[src/rtl/instr_fetch.sv]
// Instruction fetch front end: owns the architectural PC, issues one instruction
// read at a time and presents {pc, instr, err} to decode through a one-entry register.
module instr_fetch #(
  parameter logic [31:0] RESET_PC = 32'h0000_0000
) (
  input  logic        clk,
  input  logic        rst,
  input  logic        redirect_valid,
  input  logic [31:0] redirect_pc,
  output logic        imem_req_valid,
  input  logic        imem_req_ready,
  output logic [31:0] imem_addr,
  input  logic        imem_resp_valid,
  input  logic [31:0] imem_resp_data,
  output logic        if_valid,
  input  logic        if_ready,
  output logic [31:0] if_pc,
  output logic [31:0] if_instr,
  output logic        if_err,
  output logic [1:0]  state
);

  // Handshakes: a request transfers when imem_req_valid & imem_req_ready; an output
  // entry transfers when if_valid & if_ready. Valid never depends on the matching
  // ready of the same channel, and valid/addr hold until accepted unless redirected.
  localparam logic [1:0] S_REQ  = 2'd0;
  localparam logic [1:0] S_WAIT = 2'd1;
  localparam logic [1:0] S_DROP = 2'd2;
  localparam logic [1:0] S_ERR  = 2'd3;

  logic [31:0] pc;
  logic [31:0] req_pc;
  logic        slot_free;
  logic        aligned;
  logic        req_fire;

  assign slot_free      = !if_valid || if_ready;
  assign aligned        = (pc[1:0] == 2'b00);
  // Requests only go out when the output register can take the reply.
  assign imem_req_valid = !rst && (state == S_REQ) && slot_free && aligned;
  assign imem_addr      = pc;
  assign req_fire       = imem_req_valid && imem_req_ready;

  always_ff @(posedge clk) begin
    if (rst) begin
      pc       <= RESET_PC;
      req_pc   <= RESET_PC;
      state    <= S_REQ;
      if_valid <= 1'b0;
      if_pc    <= 32'd0;
      if_instr <= 32'd0;
      if_err   <= 1'b0;
    end else if (redirect_valid) begin
      pc       <= redirect_pc;
      if_valid <= 1'b0;
      // Any request still owed a response must have that response swallowed.
      case (state)
        S_REQ:          state <= req_fire ? S_DROP : S_REQ;
        S_WAIT, S_DROP: state <= imem_resp_valid ? S_REQ : S_DROP;
        default:        state <= S_REQ;
      endcase
    end else begin
      if (if_valid && if_ready) if_valid <= 1'b0;
      case (state)
        S_REQ: begin
          if (req_fire) begin
            req_pc <= pc;
            state  <= S_WAIT;
          end else if (slot_free && !aligned) begin
            if_valid <= 1'b1;
            if_pc    <= pc;
            if_instr <= 32'd0;
            if_err   <= 1'b1;
            state    <= S_ERR;
          end
        end
        S_WAIT: begin
          if (imem_resp_valid) begin
            if_valid <= 1'b1;
            if_pc    <= req_pc;
            if_instr <= imem_resp_data;
            if_err   <= 1'b0;
            pc       <= req_pc + 32'd4;
            state    <= S_REQ;
          end
        end
        S_DROP: begin
          if (imem_resp_valid) state <= S_REQ;
        end
        default: ;
      endcase
    end
  end

endmodule

[config.mk]
export PLATFORM = sky130hd
export DESIGN_NAME = instr_fetch
export DESIGN_NICKNAME = d
export VERILOG_FILES = /design/src/rtl/instr_fetch.sv
export SDC_FILE = /design/constraint.sdc
export NUM_CORES = 1
export LEC_CHECK = 0
export ABC_AREA = 0
export CAP_MARGIN = 20
export CORE_MARGIN = 8
export CORE_UTILIZATION = 40
export CTS_BUF_LIST = sky130_fd_sc_hd__clkbuf_8
export DETAILED_ROUTE_END_ITERATION = 7
export DONT_BUFFER_PORTS = 1
export PLACE_DENSITY = 0.57
export SETUP_SLACK_MARGIN = 0.15
export SYNTH_ARGS = -nofsm -noshare
export SYNTH_HDL_FRONTEND = slang
export SYNTH_SLANG_ARGS = --single-unit
export TNS_END_PERCENT = 5
[constraint.sdc]
create_clock -name clk -period 2.9 [get_ports clk]
set_input_delay 0.435 -clock clk [delete_from_list [all_inputs] [get_ports clk]]
set_output_delay 0.435 -clock clk [all_outputs]
set_load 0.01 [all_outputs]
After elaboration in Yosys (flattened, before gate mapping)
Index checks and enable logic that the tools add are counted.
- memory bits (read-only): 0
- bits in writable memories: 0
- bits in latches: 0
- memories: 0
- register bits after elaboration: 132
- output and inout port bits: 101
- eq/ne operators: 7
- bitwise gates (word level): 1
- muxes and demuxes: 28
- $add $sub $neg: 1
- shifts and indexed selects: 0
- magnitude comparators: 0
- reductions and logical operators: 22
- multipliers: 0
- div/mod/pow operators: 0
- operators by type and width (kind ; number):
    $mux W32 ; 9
    $pmux W32 S2 ; 2
    $add A32 B3 Y32 const B ; 1
    $mux W2 ; 6
    $pmux W2 S2 ; 2
    $mux W1 ; 7
    $logic_and A1 B1 Y1 ; 6
    $reduce_and A3 Y1 ; 2
    $reduce_bool A2 Y1 ; 3
    $reduce_and A5 Y1 ; 1
    $logic_not A2 Y1 ; 2
    $ne A2 B2 Y1 const B ; 2
    $ne A4 B3 Y1 const B ; 1
    $pmux W1 S2 ; 2
    $reduce_or A2 Y1 ; 2
    $logic_not A1 Y1 ; 3
    $ne A3 B1 Y1 const B ; 1
    $reduce_bool A3 Y1 ; 1
    $eq A2 B1 Y1 const B ; 1
    $eq A2 B2 Y1 const B ; 1
    $ne A2 B1 Y1 const B ; 1
    $reduce_and A2 Y1 ; 1
    $logic_or A1 B1 Y1 ; 1
    $not A1 Y1 ; 1

Logic depth before layout (Yosys ltp)
Gate-level depths: netlist of the first run.
- depth in word-level cells: 8
- depth in mapped cells: 10

Worst setup path after synthesis of the first run
OpenSTA, ideal clock, no wires.
- path type: register to register
- start: register state[1]
- end: register if_pc[10]
- cell stages (with the launch flop): 9
- required time: 2.766 ns
- period minus slack after synthesis: 2.033 ns
- path buffers: 3
- setup time: 0.134 ns
- path slack: 0.867 ns
- arrival: 1.899 ns
- cell sequence: dfxtp_1 -> inv_1 -> ha_1 -> clkbuf_1 -> nand2b_1 -> a211oi_2 -> clkbuf_1 -> buf_2 -> a211oi_1
- cells in the longest elaborated chain, start to end: 7
- elaborated cells between the ends (all ways): 12
- RTL lines (what ; line ; RTL):
    start, declared ; 20 ; output logic [1:0] state
    start signal, assigned ; 58 ; S_REQ: state <= req_fire ? S_DROP : S_REQ;
    start signal, assigned ; 59 ; S_WAIT, S_DROP: state <= imem_resp_valid ? S_REQ : S_DROP;
    $logic_not A2 Y1 ; 40, 64 ;
    $logic_and A1 B1 Y1 (3 in a row) ; 40 ; assign imem_req_valid = !rst && (state == S_REQ) && slot_free && aligned;
    $logic_and A1 B1 Y1 ; 42 ; assign req_fire = imem_req_valid && imem_req_ready;
    $ne A2 B2 Y1 (no line) ; -- ;
    $reduce_and A5 Y1 (no line) ; -- ;
    end signal, assigned ; 71 ; if_pc <= pc;
    end signal, assigned ; 80 ; if_pc <= req_pc;
    end, declared ; 17 ; output logic [31:0] if_pc,
Parallel ways exist; a longest one is shown, timed or not.
A chain may end at the register's enable or synchronous reset.

Worst setup path in the final report of the first run
- start: register state[1]
- end: register if_instr[28]
- cells in the longest elaborated chain, start to end: 7
- elaborated cells between the ends (all ways): 12
- RTL lines (what ; line ; RTL):
    $logic_not A2 Y1 ; 40, 64 ;
    $logic_and A1 B1 Y1 (3 in a row) ; 40 ;
    $logic_and A1 B1 Y1 ; 42 ;
    $ne A2 B2 Y1 (no line) ; -- ;
    $reduce_and A5 Y1 (no line) ; -- ;
    end signal, assigned ; 81 ; if_instr <= imem_resp_data;
    end, declared ; 18 ; output logic [31:0] if_instr,
Parallel ways exist; a longest one is shown, timed or not.

==> run metrics, run 1 <==
status=finished, final reports clean; maximum cell stage delay along the critical path=0.69 ns; effective utilization at floorplan=between 40 and 50%; CP endpoint kind=flip-flop; vias after detailed routing=around 5.0k; shortest clock period the worst path allows after layout=between 2 and 2.5 ns; Setup TNS=0 ns; max capacitance violation total=0; internal cell power=between 0.002 and 0.003 W; power density over the cells=653 nW/um^2; Worst Hold Launch=rst; share of power burned in combinational logic=11.7%; Post-CTS Hold Buffers=0; slew at the pin closest to its max-slew limit=0.807 ns; largest net degree at the start of global routing=134; warning count from the yosys run=0; wire length of the first global-routing pass=26200 um; total CTS buffers=17; number of pins with negative max-slew slack in the final report=0; Pre-Repair DR Iteration Count=5; path depth of the worst reg2reg path=7; H-Tree Level Count=4; post-synth design cell area=roughly 5900 sq um; peak supply drop=0.455 mV; Mean Syn Cell Area=around 8 sq um; DRC Markers=0; worst reg2reg endpoint=if_instr[28]; clock root buffer=clkbuf_8; maximum operating frequency=approximately 430 MHz; final hold violation count=0; average wire per cell in the routed design=about 19 um; critical-path maximum fanout=32; number of distinct library cell variants in the gate-level netlist after synthesis=49; total detailed-routing wirelength=17100 um; area added between synthesis and finish=9.02%; setup repair after global routing missed its margin=no; number of violations reported at the end of detailed-routing iteration 0=between 200 and 300; Critical Path Source Type=flip-flop; Std-Cell Rows=between 40 and 50; R2R Path Start=state[1]; initial antenna violation count=0; Reg2Reg Setup Slack=between 0.5 and 0.6 ns; Vert. Die Dim=roughly 140 um; count of cells along the worst hold path=1; Endpoint, Worst Hold=imem_addr[0]; HPWL after DPL=11700 um; TritonCTS clock tree=yes; buffer count from post-CTS setup fixing=0; Synthesized Nets=811; CP Data Required Time=3.27 ns; total global-route track usage=between 10% and 20%; final worst-path cycle share=79.4%; proportion of synthesized chip area in sequential cells=approximately 45%; Slew headroom=45.7%; Sequential Power Share=between 40% and 50%; Floorplan Core Area=between 10000 and 15000 sq um; count of boundary I/O pins=171; portion of total power attributed to the clock network=38.6%; die width=138 um; global routing met3 resource utilization=7.55%; remaining antenna violation count=0; Psw=0.00124 W; Most used DFF post-synth=dfxtp_1; type of the most critical hold path=input pin to flip-flop; number of cells produced by synthesis=737; CP Data Arrival Time=2.67 ns; launching element of the worst setup path=state[1]; clk_lat worst skew=roughly 0.45 ns; quantity of gates resized following cts=0; number of synthesized flops with an enable pin=0; share of post-route cells with drive strength above 1=between 8 and 9%; minimum hold slack=0.0615 ns; Die Outline Area=~19000 sq um; ANT cells=0; GRT busiest layer=met2; port bufs=0; via count normalized by instance count=about 5.6; ordered list of cells on the worst path=inv_1, ha_1, a21boi_0, a211o_1, buf_4, nand2_1, a21oi_1; via count of the first global-routing pass=4831; gp weighted congestion=0.793; final layout net count=782; GR Util met1=between 20% and 30%; global-route congestion overflow total=0; share of flip-flops with an asynchronous set or reset after synthesis=0%; clock transition at the register clock pins on the worst setup and hold paths after CTS=0.07 ns; post-synthesis sequential element count=132; CTS Sinks=132; maximum clock skew at final layout=0.0111 ns; Worst Setup Path Type=flip-flop to flip-flop; sum of internal, switching and leakage power=0.00421 W; leakage power total=2.08 nW; number of buffers between clock root and the deepest sink=2; met2 Resource Use GR=28.3%; fraction of power spent switching nets=between 20% and 30%; Slowest cell on crit path=a21boi_0; final count of negative-setup-slack endpoints=0
[state kept, by name, indices dropped and copies added (netlist names)]
signal	cells
if_err	1
if_instr	32
if_valid	1
if_pc	32
state	2
imem_addr	32
req_pc	32
[synthesized netlist by cell type, types with 3 or more instances]
master,instances,area share [%]
clkbuf_1,44,2.8
nor2b_1,3,0.32
nor3_1,8,0.68
mux2i_1,32,5.4
dfxtp_1,132,45
buf_1,10,0.63
buf_2,4,0.34
xor2_1,11,1.6
inv_1,6,0.38
ha_1,4,0.85
nor4_1,3,0.32
or2_2,3,0.32
nand3_1,44,3.7
nand2_1,134,8.5
nor4_2,3,0.63
nor2_1,82,5.2
o22ai_1,14,1.5
o21ai_0,11,0.93
a21oi_1,91,7.7
xnor2_1,13,1.9
and3_1,6,0.63
nand2b_1,3,0.32
a211oi_1,39,4.9
nand4_1,6,0.63
[layer usage]
| metal | share of wire [%] | up-vias |
|---|---|---|
| met3 | 8.7 | 19 |
| li1 | - | 2502 |
| met2 | 48 | 138 |
| met4 | 1.6 | 0 |
| met5 | 0 | - |
| met1 | 41 | 2389 |
[area by class of cell]
| cell class | instances | area, sq um |
|---|---|---|
| fill | 1420 | 8020 |
| multi-input combinational | 539 | 3040 |
| sequential | 132 | 2640 |
| clock buffer | 17 | 234 |
| tap | 184 | 230 |
| clock inverter | 15 | 184 |
| timing repair buffer | 12 | 103 |
| inverter | 6 | 22.5 |
[per-stage QoR]
stage	area (sq um)	setup WS, ns	instances	util [%]
floorplan	5920	0.867	737	-
finish	6460	0.598	905	44.6
detailed placement	6040	0.568	873	41.7
global placement	6040	0.686	873	41.7
global route	6460	0.378	905	44.6
CTS	6460	0.562	905	44.6
[power groups by stage]
stage | registers [W] | clock network (W) | logic [W]
finish | 0.00210 | 0.00163 | 0.000492
global route | 0.00212 | 0.00176 | 0.000553
global placement | 0.00214 | 0 | 0.000477
detailed placement | 0.00214 | 0 | 0.000496
floorplan | 0.00209 | 0 | 0.000423
CTS | 0.00210 | 0.00167 | 0.000498
[kinds of logic (layout without fill, tap and decap cells)]
group	count (synthesis)	count (layout)	synth area share [%]
AO/OA/AOI/OAI	171	171	17.5
XOR/XNOR	24	24	3.55
adder cells (fa/ha/maj)	4	4	0.845
buffers and inverters	66	50	4.42
flip-flops	132	132	44.6
multiplexers	32	32	5.41
AND/OR/NAND/NOR	308	308	23.7
[critical path: cells and delay by family (launching register included)]
family | cells | cell delay [ns]
DFF | 1 | 0.39
buffers and inverters | 2 | 0.45
and+or+nand+nor | 1 | 0.10
adders and majority gates | 1 | 0.26
AOI/OAI and AO/OA | 3 | 1.01
[how the worst max path moves through the flow]
| stage | endpoint | cells past startpoint | slack, ns |
|---|---|---|---|
| after floorplan | if_pc[10] | 8 | 0.87 |
| after global placement | imem_addr[31] | 6 | 0.69 |
| after detailed placement | if_pc[24] | 7 | 0.57 |
| after CTS | if_pc[24] | 7 | 0.56 |
| after global routing | if_instr[23] | 7 | 0.38 |
| final | if_instr[28] | 7 | 0.60 |
[cells in the final DEF, fill, tap and decap left out, types with 2 or more instances in the layout]
| cell | n |
|---|---|
| inv_1 | 6 |
| nor4_1 | 3 |
| nor3_1 | 8 |
| xnor2_1 | 13 |
| clkinvlp_4 | 3 |
| nand2b_1 | 3 |
| bufinv_16 | 3 |
| o21ai_0 | 11 |
| clkinv_2 | 2 |
| or2_2 | 3 |
| and4_1 | 2 |
| a21oi_1 | 91 |
| buf_4 | 11 |
| nor2b_1 | 3 |
| clkbuf_8 | 17 |
| a22o_1 | 2 |
| nand4_1 | 6 |
| dfxtp_1 | 132 |
| nor3b_1 | 2 |
| clkinv_4 | 6 |
| ha_1 | 3 |
| mux2i_1 | 32 |
| xor2_1 | 11 |
| and3_1 | 6 |
| o221ai_1 | 2 |
| nor4_2 | 3 |
| a211o_1 | 2 |
| o22ai_1 | 14 |
| nand2_1 | 134 |
| nor2_1 | 81 |
| nand3_1 | 44 |
| a211oi_1 | 39 |
No activity file was read; power rests on OpenSTA's default activity.
==> run 2: changes to the inputs <==
- PLACE_DENSITY: 0.57 -> 0.59
- clock period: 2.9 -> 2.1 ns (I/O delays scaled with it)
==> run 2 against run 1 <==
- non-clock buffer count up 27
- worst hold slack worse by 0.12 ns
- the run now ends with hold timing left
- cell count up 3.0%
- sequential power up 37%
- critical path type unchanged
==> run metrics, run 2 (synthesis results as in run 1) <==
ANT cells=0 (unchanged); area added between synthesis and finish=16.7%; setup repair after global routing missed its margin=yes; vias after detailed routing=5244 (+3.9%); total detailed-routing wirelength=18400 um (+7.5%); HPWL after DPL=12000 um (+1.9%); most common cell after layout, fill and taps aside=nand2_1; global-route congestion overflow total=0 (unchanged); clock transition at the register clock pins on the worst setup and hold paths after CTS=0.08 ns (about the same); Std-Cell Rows=44 (unchanged); remaining antenna violation count=0 (unchanged); R2R Path Start=req_pc[7]; Floorplan Core Area=14500 sq um (unchanged); layout filler cell count=1412 (-0.56%); maximum clock skew at final layout=0.0148 ns (+0.00370 ns); gp weighted congestion=0.774 (-2.4%); wire length of the first global-routing pass=26100 um (-0.16%); share of post-route cells with drive strength above 1=14.6% (+6.3 points); shortest clock period the worst path allows after layout=1.87 ns (-0.431 ns); max capacitance violation total=0 (unchanged); critical-path maximum fanout=8 (-75%); path depth of the worst reg2reg path=7 (unchanged); Vert. Die Dim=138 um (unchanged); maximum operating frequency=534 MHz (+23%); CTS Sinks=132 (unchanged); total CTS buffers=17 (unchanged); H-Tree Level Count=4 (unchanged); Reg2Reg Setup Slack=0.23 ns (-0.37 ns); largest net degree at the start of global routing=134 (unchanged); last element of the critical path=imem_addr[22]; TritonCTS clock tree=yes; via count normalized by instance count=5.63 (+0.87%); Worst Setup Path Type=flip-flop to flip-flop; type of the most critical hold path=input pin to flip-flop; CP endpoint kind=flip-flop; final count of negative-setup-slack endpoints=0 (unchanged); count of boundary I/O pins=171 (unchanged); CP Data Required Time=2.42 ns (-0.85 ns); status=finished with violations; Pre-Repair DR Iteration Count=5 (unchanged); number of pins with negative max-slew slack in the final report=0 (unchanged); worst reg2reg endpoint=imem_addr[22]; DRC Markers=0 (unchanged); top library cells by usage in the layout, fill and taps aside=nand2_1 (134), dfxtp_1 (124), a21oi_1 (86); Slew headroom=65.5% (+20 points); leakage power total=2.32 nW (+12%); power density over the cells=902 nW/um^2 (+38%); initial antenna violation count=0 (unchanged); placed standard-cell area=6160 sq um (+2.1%); violations in the final reports=hold timing; number of violations reported at the end of detailed-routing iteration 0=311 (+6.1%); clk_lat worst skew=0.44 ns (about the same); CP Data Arrival Time=2.19 ns (-0.48 ns); average wire per cell in the routed design=19.7 um (+4.4%); slew at the pin closest to its max-slew limit=0.518 ns (-0.289 ns); final worst-path cycle share=89.1% (+9.7 points); die width=138 um (unchanged); minimum hold slack=-0.0576 ns (-0.119 ns); Die Outline Area=19000 sq um (unchanged); effective utilization at floorplan=40.9% (unchanged); total global-route track usage=17.5% (-0.16 points); via count of the first global-routing pass=4937 (+2.2%); peak supply drop=0.711 mV (+56%); port bufs=0 (unchanged); number of buffers between clock root and the deepest sink=2 (unchanged); final layout net count=809 (+3.5%); fin area=6910 sq um (+7.1%); final hold violation count=50 (+50); clock root buffer=clkbuf_8; launching element of the worst setup path=req_pc[7]; Setup TNS=0 ns (unchanged); Critical Path Source Type=flip-flop
run 2: changes by cell type in the layout (fill, tap and decap cells not counted), sizes merged:
cell,delta
dlygate4sd3,+1
buf,+23
clkbuf,+4
bufinv,+2
clkinvlp,-1
clkinv,-2
run 2: what timing repair did:
action | CTS | global route
pin swaps | 0 | 7
endpoints found under the setup margin | 27 | 98
setup buffers | 0 | 4
gates cloned | 0 | 7
resized for setup | 2 | 38
endpoints found under the hold margin | 128 | 126
run 2: how the worst min path moves through the flow:
stage	start	endpoint	slack, ns	cells after the start
2_1_floorplan	redirect_pc[0]	imem_addr[0]	0.46	2
3_3_place_gp	rst	req_pc[26]	0.40	1
3_5_place_dp	rst	if_pc[25]	0.40	1
4_1_cts	rst	if_instr[31]	-0.08	1
5_1_grt	rst	if_pc[25]	-0.09	1
6_report	rst	if_pc[25]	-0.06	1
run 2: metrics by stage:
step	worst slack, ns	power (W)	util, %	instances
after detailed placement	0.0916	0.00366	42.6	888
after global routing	0.130	0.00651	47.7	932
after CTS	0.109	0.00610	45.8	920
final	0.229	0.00623	47.7	932
after global placement	0.169	0.00364	42.6	888
after floorplan	0.166	0.00348	-	737
run 2: routing by layer:
| layer | track usage, % | vias to the layer above | wire (um) |
|---|---|---|---|
| met5 | 0 | - | 0 |
| met1 | 20.2 | 2493 | 7490 |
| met2 | 29.6 | 178 | 9050 |
| met4 | 5.43 | 0 | 282 |
| li1 | - | 2554 | - |
| met3 | 6.46 | 19 | 1570 |
run 2: worst max-delay path, cell delays in order, from the launching register on:
cell and delay [ns]:
dfxtp_1 0.47, nand3_4 0.11, buf_4 0.18, nor4_4 0.29, buf_4 0.20, nor2_1 0.05, a2111oi_1 0.33, o22ai_1 0.13
run 2: final cells by class:
cell class	count	area, sq um	area share (%)
inverters	6	22.5	0.326
multi-input cells	539	3130	45.3
clock inverters	14	210	3.04
flip-flops and latches	132	2650	38.4
repair buffers	39	417	6.03
well taps	184	230	3.33
clock buffers	18	248	3.58
run 2: power breakdown:
group	internal, W	leakage, nW	total (W)	switching [W]
Sequential	0.00266	1.08	0.00288	0.000216
Combinational	0.000390	1.01	0.000915	0.000525
Clock	0.00144	0.230	0.00244	0.000998
